$ cat src/rtl/fault_target_array.sv
// fault_target_array: loads N_REGS preserved target flops with a pattern, holds them, reports flips.
// Optional FAULT_TIMESTAMP_EN adds the first-fault hold-cycle timestamp.
module fault_target_array #(
  parameter int N_REGS = 8,
  parameter int CNT_W  = 16,
  parameter int IDX_W  = 8
) (
  input  logic              clk_i,
  input  logic              reset_n_i,
  input  logic              arm_i,
  input  logic              abort_i,
  input  logic [1:0]        mode_i,
  input  logic [CNT_W-1:0]  hold_cycles_i,
  input  logic              osc_in_i,
  output logic              busy_o,
  output logic              done_o,
  output logic [N_REGS-1:0] regs_out_o,
  output logic [N_REGS-1:0] fault_mask_o,
  output logic [CNT_W-1:0]  fault_count_o,
  output logic [IDX_W-1:0]  first_fault_idx_o,
  output logic              fault_seen_o,
  output logic [CNT_W-1:0]  first_fault_cycle_o
);
  typedef enum logic [1:0] {IDLE, LOAD, HOLD, REPORT} state_t;
  state_t state_q, state_d;
  logic osc_m_q, osc_s_q;
  logic [1:0] mode_q;
  logic [CNT_W-1:0] len_q, cnt_q, count_q, count_d;
  (* dont_touch = "true", keep = "true" *) logic [N_REGS-1:0] tgt_q;
  (* dont_touch = "true", keep = "true" *) logic [N_REGS-1:0] exp_q;
  logic [N_REGS-1:0] mask_q, diff, fresh, pat;
  logic [IDX_W-1:0] idx_q, low_idx;
  logic seen_q;
  logic [CNT_W+8:0] sum;
  always_ff @(posedge clk_i or negedge reset_n_i)
    if (!reset_n_i) {osc_m_q, osc_s_q} <= 2'b00;
    else {osc_m_q, osc_s_q} <= {osc_in_i, osc_m_q};
  always_ff @(posedge clk_i or negedge reset_n_i)
    if (!reset_n_i) state_q <= IDLE;
    else state_q <= state_d;
  always_comb begin
    state_d = state_q;
    unique case (state_q)
      IDLE:    state_d = arm_i ? LOAD : IDLE;
      LOAD:    state_d = abort_i ? REPORT : HOLD;
      HOLD:    state_d = (abort_i || cnt_q == CNT_W'(1)) ? REPORT : HOLD;
      default: state_d = IDLE;
    endcase
  end
  // Scan downward so the last hit is the lowest flipped index.
  always_comb begin
    diff    = tgt_q ^ exp_q;
    fresh   = diff & ~mask_q;
    pat     = '0;
    sum     = (CNT_W+9)'(count_q);
    low_idx = '0;
    for (int i = N_REGS - 1; i >= 0; i--) begin
      pat[i] = (mode_q == 2'd1) || (mode_q == 2'd2 && (i % 2 == 1)) || (mode_q == 2'd3 && osc_s_q);
      sum = sum + (CNT_W+9)'(fresh[i]);
      if (diff[i]) low_idx = IDX_W'(i);
    end
    count_d = |sum[CNT_W+8:CNT_W] ? '1 : sum[CNT_W-1:0];
  end
  always_ff @(posedge clk_i or negedge reset_n_i)
    if (!reset_n_i) begin
      mode_q  <= '0;
      len_q   <= '0;
      cnt_q   <= '0;
      tgt_q   <= '0;
      exp_q   <= '0;
      mask_q  <= '0;
      count_q <= '0;
      idx_q   <= '0;
      seen_q  <= 1'b0;
    end else begin
      unique case (state_q)
        IDLE: if (arm_i) begin
          mode_q <= mode_i;
          len_q  <= hold_cycles_i;
        end
        LOAD: begin
          tgt_q   <= pat;
          exp_q   <= pat;
          mask_q  <= '0;
          count_q <= '0;
          idx_q   <= '0;
          seen_q  <= 1'b0;
          cnt_q   <= (len_q == '0) ? CNT_W'(1) : len_q;
        end
        HOLD: begin
          mask_q  <= mask_q | diff;
          count_q <= count_d;
          cnt_q   <= cnt_q - CNT_W'(1);
          if (!seen_q && |diff) begin
            idx_q  <= low_idx;
            seen_q <= 1'b1;
          end
        end
        default: ;
      endcase
    end
`ifdef FAULT_TIMESTAMP_EN
  logic [CNT_W-1:0] ts_q, ffc_q;
  always_ff @(posedge clk_i or negedge reset_n_i)
    if (!reset_n_i) begin
      ts_q  <= '0;
      ffc_q <= '0;
    end else if (state_q == LOAD) begin
      ts_q  <= '0;
      ffc_q <= '0;
    end else if (state_q == HOLD) begin
      ts_q <= ts_q + CNT_W'(1);
      if (!seen_q && |diff) ffc_q <= ts_q;
    end
  assign first_fault_cycle_o = ffc_q;
`else
  assign first_fault_cycle_o = '0;
`endif
  assign busy_o            = state_q != IDLE;
  assign done_o            = state_q == REPORT;
  assign regs_out_o        = tgt_q;
  assign fault_mask_o      = mask_q;
  assign fault_count_o     = count_q;
  assign first_fault_idx_o = idx_q;
  assign fault_seen_o      = seen_q;
endmodule

$ cat config.mk
export PLATFORM = sky130hd
export DESIGN_NAME = fault_target_array
export DESIGN_NICKNAME = d
export VERILOG_FILES = /design/src/rtl/fault_target_array.sv
export SDC_FILE = /design/constraint.sdc
export NUM_CORES = 1
export LEC_CHECK = 0
export BUFFER_PORTS_ARGS = -buffer_cell sky130_fd_sc_hd__buf_4
export CAP_MARGIN = 20
export CORE_MARGIN = 5
export CORE_UTILIZATION = 45
export DETAILED_ROUTE_END_ITERATION = 7
export PLACE_DENSITY = 0.81
export SLEW_MARGIN = 20
export SYNTH_ARGS = -nofsm -noshare
export SYNTH_HDL_FRONTEND = slang
export SYNTH_SLANG_ARGS = --single-unit
$ cat constraint.sdc
create_clock -name clk_i -period 1.5 [get_ports clk_i]
set_input_delay 0.3 -clock clk_i [delete_from_list [all_inputs] [get_ports clk_i]]
set_output_delay 0.3 -clock clk_i [all_outputs]
set_load 0.005 [all_outputs]
==> impl_metrics.yaml, run 1 <==
critical_path:
  cp_cell_sequence: "inv_2 > ha_4 > nor3b_4 > buf_6 > and3_4 > a41o_2 > a2bb2oi_1"
  worstPathArrival_ps: 1820
  end_kind: "register"
  criticalPathCategory: "register to register"
  path_delay_family: "simple AND/OR/NAND/NOR gates"
  cp_num_cells: 7
  r2r-start: "cnt_q[0]"
  path_buf_inv: 2
  critPathSlowestCell: "dfrtp_2"
  critPathRequiredTime_ps: 1690
  slowest_delay_ps: 450
  rr_endpoint: "cnt_q[12]"
  ff2ff_path_depth: 7
  worst-path-max-fanout: 5
  startpoint_type: "register"
  r2r_slack_ps: -130
routing:
  via_per_inst: 5.02
  wl_per_cell_um: 14.7
  firstDrtPassIters: 6
  wirelength_um: 5690
  initialDrtViolationCount: 74
  drc: 0
  vias: 1942
  drtAntennaViolNets: 0
cts:
  cts_root_buf: "clkbuf_8"
  htreeDepth: 2
  cts_buffers: 5
  cts_buffer_depth: 2
  path_clk_slew_ps: 80
  clkLatencyLatePin_ps: 300
  cts_tree: "yes"
  cts.sink_count: 41
place:
  post-place-ws_ps: -200
  hpwl_um: 4060
  place.gp.congestion: 0.854
  io_buffer_count: 33
die:
  core-area_um2: 5470
  initial_utilization: 0.460
  ios: 82
  num_rows: 27
  die_w_um: 84.8
  die_h_um: 84.8
  die_area_um2: 7190
hold_path:
  whs_endpoint: "osc_m_q"
  holdCritPathClass: "input port to register"
  holdPathStages: 1
  min_from: "osc_in_i"
synth:
  ys.warnings.count: 0
  syn_area_um2: 2520
  syn_area_per_cell_um2: 10.2
  syn_inst: 248
grt:
  grt_pass1_wl_um: 8820
  grt_max_degree: 42
  grt_overflow: 0
  antenna_found_initial: 0
  grt_pass1_vias: 1851
  gr-usage-all-layers: 0.153
final_layout:
  final_layout_size_suffix_gt1_frac: 0.416
  antenna_cells: 0
  nets: 348
  syn_to_final_growth_pct: 26.8
timing:
  clock_skew_ps: 5.14
  finalSetupViolations: 13
  rsz0062_at_grt: "true"
  setup_ws_ps: -129
  slew_headroom: 0.657
  tightest_slew_ps: 514
  finalCritPeriodShare: 1.09
  fin_crit_ps: 1630
  max_freq_ghz: 0.614
  timing_hold_violations_final: 0
  finalMaxSlewViolations: 0
  finalHoldWorstSlack_ps: 105
run_status:
  violations: "setup timing"
  outcome: "finished with violations"
power_and_ir_drop:
  p_leak_nw: 1.49
  peakVddDrop_v: 0.00124
  p_per_area_nw_per_um2: 2250
job:
  maxCapViolCount: 0
## per-layer routing
layer | up-vias | part of all wire | GRT usage
met5 | - | 0 | 0
met4 | 0 | 0.021 | 0.0662
li1 | 907 | - | -
met1 | 956 | 0.41 | 0.187
met3 | 13 | 0.062 | 0.0379
met2 | 66 | 0.51 | 0.257
## state kept, by name, summed over array words and instances (netlist names)
register,count
cnt_q,16
len_q,16
fault_seen_o,1
mode_q,2
osc_s_q,1
regs_out_o,2
state_q,2
osc_m_q,1
## area by class of cell
class	instances	area, um2
fillers	451	2280
inverters	11	41.3
well taps	72	90.1
multi-input cells	179	1320
clock inverters	2	35.0
repair buffers	77	612
clock buffers	5	68.8
flip-flops and latches	41	1030
## metrics by stage
stage / cell area (um2) / TNS (ps) / std cells / utilization / power [W]
after detailed placement: 2870 / -1300 / 370 / 0.525 / 0.00570
after global routing: 3190 / -2260 / 387 / 0.583 / 0.00768
after floorplan: 2730 / -19.7 / 295 / - / 0.00444
after CTS: 3110 / -849 / 383 / 0.569 / 0.00698
after global placement: 2870 / -641 / 370 / 0.525 / 0.00554
final: 3190 / -1040 / 387 / 0.583 / 0.00720
## how the worst max path moves through the flow
| stage | start | slack, ps | endpoint |
|---|---|---|---|
| after floorplan | cnt_q[0] | -10 | cnt_q[8] |
| after global placement | cnt_q[1] | -100 | cnt_q[8] |
| after detailed placement | cnt_q[1] | -200 | cnt_q[10] |
| after CTS | cnt_q[0] | -110 | cnt_q[11] |
| after global routing | cnt_q[0] | -240 | cnt_q[7] |
| final | cnt_q[0] | -130 | cnt_q[12] |
## where the power goes
| part | switching, W | internal (W) | total, W |
|---|---|---|---|
| Sequential | 0.000577 | 0.00167 | 0.00225 |
| Combinational | 0.00185 | 0.00223 | 0.00408 |
| Clock | 0.000380 | 0.000484 | 0.000864 |
| Total | 0.00281 | 0.00439 | 0.00720 |
## worst register-to-register path, stage by stage (launching register included)
cell and delay (ps):
dfrtp_2 450, inv_2 100, ha_4 140, nor3b_4 270, buf_6 150, and3_4 190
a41o_2 170, a2bb2oi_1 50
## timing repair
item                                    in CTS  in global routing
pin swaps                                   15                  6
endpoints found under the hold margin       41                  0
endpoints found under the setup margin      14                 16
setup buffers                                5                  4
gates resized for setup                     23                 12
hold buffers                                 1                  0
gates cloned                                 0                  0
## cell usage in the layout (no fill, tap or decap), types with 2 or more instances in the layout
| cell | instances |
|---|---|
| nand4_1 | 2 |
| o22ai_1 | 8 |
| inv_1 | 8 |
| nand3_2 | 2 |
| ha_4 | 3 |
| or4_4 | 2 |
| ha_1 | 6 |
| clkbuf_8 | 5 |
| nor4_4 | 2 |
| o21ai_0 | 6 |
| nor4_1 | 3 |
| conb_1 | 48 |
| buf_6 | 5 |
| nor2_1 | 9 |
| buf_4 | 70 |
| a21oi_1 | 6 |
| mux2_2 | 19 |
| a2bb2oi_2 | 2 |
| inv_2 | 3 |
| nand2_1 | 13 |
| a21boi_1 | 4 |
| a31oi_1 | 2 |
| dfrtp_1 | 40 |
| a2bb2oi_1 | 4 |
| nand3_1 | 6 |
| nor3_1 | 2 |
| o21ai_1 | 2 |
| a22o_1 | 2 |
Power figures use the tool's default switching activity.
==> inputs of run 2 (changes only) <==
--- a/config.mk
+++ b/config.mk
@@ -11,6 +11,7 @@
 export CORE_UTILIZATION = 45
 export DETAILED_ROUTE_END_ITERATION = 7
 export PLACE_DENSITY = 0.81
+export SKIP_CTS_REPAIR_TIMING = 1
 export SLEW_MARGIN = 20
 export SYNTH_ARGS = -nofsm -noshare
 export SYNTH_HDL_FRONTEND = slang
==> constraint.sdc (replaced) <==
create_clock -name clk_i -period 1.5 [get_ports clk_i]
set_input_delay 0.225 -clock clk_i [delete_from_list [all_inputs] [get_ports clk_i]]
set_output_delay 0.225 -clock clk_i [all_outputs]
set_load 0.005 [all_outputs]
==> run 2 against run 1 <==
Compared with the run above:
- the flow still finishes with violations (setup timing)
- sequential power grew 2%
- final cell count fell by 1.0%
- sequential share of layout area increased by 0.10 points
- clock skew barely moved
- wire length up 0.93%
- die area stayed put
- power increased by 0.77%
- critical path type unchanged
- critical endpoint unchanged
==> impl_metrics.yaml, run 2 (synthesis results as in run 1) <==
cts:
  cts_buffer_depth: 2
  path_clk_slew_ps: 80
  htreeDepth: 2
  cts_tree: "yes"
  clkLatencyLatePin_ps: 300
  cts_root_buf: "clkbuf_8"
  cts_buffers: 5
  cts.sink_count: 41
die:
  die_area_um2: 7190
  ios: 82
  die_w_um: 84.8
  core-area_um2: 5470
  die_h_um: 84.8
  initial_utilization: 0.460
  num_rows: 27
run_status:
  violations: "setup timing"
  outcome: "finished with violations"
final_layout:
  reg.largest.list: "cnt_q: 16 flops, len_q: 16 flops"
  antenna_cells: 0
  syn_to_final_growth_pct: 26.5
  nFillCells: 466
  final_common_cell: "buf_4"
  final_layout_size_suffix_gt1_frac: 0.415
  mostFrequentLayoutCells: "68 x buf_4, 48 x conb_1, 39 x dfrtp_1, 19 x mux2_2, 13 x nand2_1"
  nets: 344
timing:
  clock_skew_ps: 5.13
  finalCritPeriodShare: 1.10
  tightest_slew_ps: 514
  setup_ws_ps: -153
  rsz0062_at_grt: "true"
  max_freq_ghz: 0.605
  slew_headroom: 0.657
  timing_hold_violations_final: 0
  finalMaxSlewViolations: 0
  fin_crit_ps: 1650
  finalSetupViolations: 12
grt:
  grt_pass1_wl_um: 8530
  grt_max_degree: 42
  gr-usage-all-layers: 0.148
  grt_overflow: 0
  antenna_found_initial: 0
  grt_pass1_vias: 1812
power_and_ir_drop:
  p_per_area_nw_per_um2: 2280
  power_frac_seq: 0.317
  p_sw_frac: 0.395
  p_switching_w: 0.00286
  comb_power_share: 0.564
  clkPwrFrac: 0.119
  peakVddDrop_v: 0.00121
  total_power_w: 0.00725
  internal_power_w: 0.00439
  p_leak_nw: 1.49
critical_path:
  rr_endpoint: "cnt_q[12]"
  r2r-start: "cnt_q[1]"
  crit_start: "cnt_q[1]"
  cp-endpoint: "cnt_q[12]"
  startpoint_type: "register"
  critPathRequiredTime_ps: 1690
  worst-path-max-fanout: 5
  end_kind: "register"
  criticalPathCategory: "register to register"
  ff2ff_path_depth: 7
  worstPathArrival_ps: 1850
  r2r_slack_ps: -150
place:
  io_buffer_count: 33
  place.gp.congestion: 0.854
  hpwl_um: 4060
  post-place-ws_ps: -200
routing:
  top_layer: "met4"
  wl_met1_um: 2240
  wl_per_cell_um: 15.0
  via_per_inst: 5.11
  wirelength_um: 5750
  vias: 1959
  wl_met2_um: 2970
  drc: 0
  drtAntennaViolNets: 0
  routed-wl-met3_um: 425
  firstDrtPassIters: 5
  initialDrtViolationCount: 102
job:
  maxCapViolCount: 0
hold_path:
  holdCritPathClass: "input port to register"
-- run 2: worst min-delay path by stage --
stage | startpoint | to | slack (ps) | cells after the start
after floorplan | reset_n_i | cnt_q[0] | -70 | 0
after global placement | reset_n_i | len_q[7] | 240 | 1
after detailed placement | reset_n_i | len_q[3] | 240 | 1
after CTS | reset_n_i | len_q[3] | -80 | 1
after global routing | osc_in_i | osc_m_q | 20 | 1
final | osc_in_i | osc_m_q | 30 | 1
-- run 2: metrics by stage --
| step | area (um2) | TNS [ps] | util | hold slack [ps] | cells |
|---|---|---|---|---|---|
| 4_1_cts | 2980 | -1940 | 0.544 | -83.9 | 377 |
| 3_3_place_gp | 2870 | -641 | 0.525 | 237 | 370 |
| 6_report | 3190 | -1050 | 0.582 | 31.2 | 383 |
| 5_1_grt | 3190 | -1950 | 0.582 | 21.4 | 383 |
| 3_5_place_dp | 2870 | -1300 | 0.525 | 236 | 370 |
| 2_1_floorplan | 2730 | -19.7 | - | -70.6 | 295 |
-- run 2: final cells by class --
type / instances / area, um2 / area share
clock inverters: 2 / 35.0 / 0.0110
repair buffers: 73 / 578 / 0.181
clock buffers: 5 / 68.8 / 0.0216
flip-flops and latches: 41 / 1030 / 0.323
inverters: 11 / 43.8 / 0.0137
multi-input cells: 179 / 1340 / 0.421
well taps: 72 / 90.1 / 0.0283
-- run 2: critical path, stage by stage (launching register included) --
cell,delay [ps]
dfrtp_2,460
inv_4,90
ha_4,130
nor3b_4,310
buf_6,160
and3_4,180
a41o_2,170
a2bb2oi_1,50
-- run 2: routing by layer --
layer  vias to the layer above  GRT usage
met5                         -          0
met4                         0     0.0647
met3                        11     0.0408
met2                        89      0.250
met1                       953      0.176
li1                        906          -
-- run 2: power by group through the flow --
stage | combinational [W] | clock (W) | sequential (W)
global placement | 0.00337 | 0 | 0.00217
detailed placement | 0.00351 | 0 | 0.00220
global route | 0.00443 | 0.000933 | 0.00237
floorplan | 0.00231 | 0 | 0.00213
CTS | 0.00354 | 0.000882 | 0.00218
finish | 0.00409 | 0.000866 | 0.00230
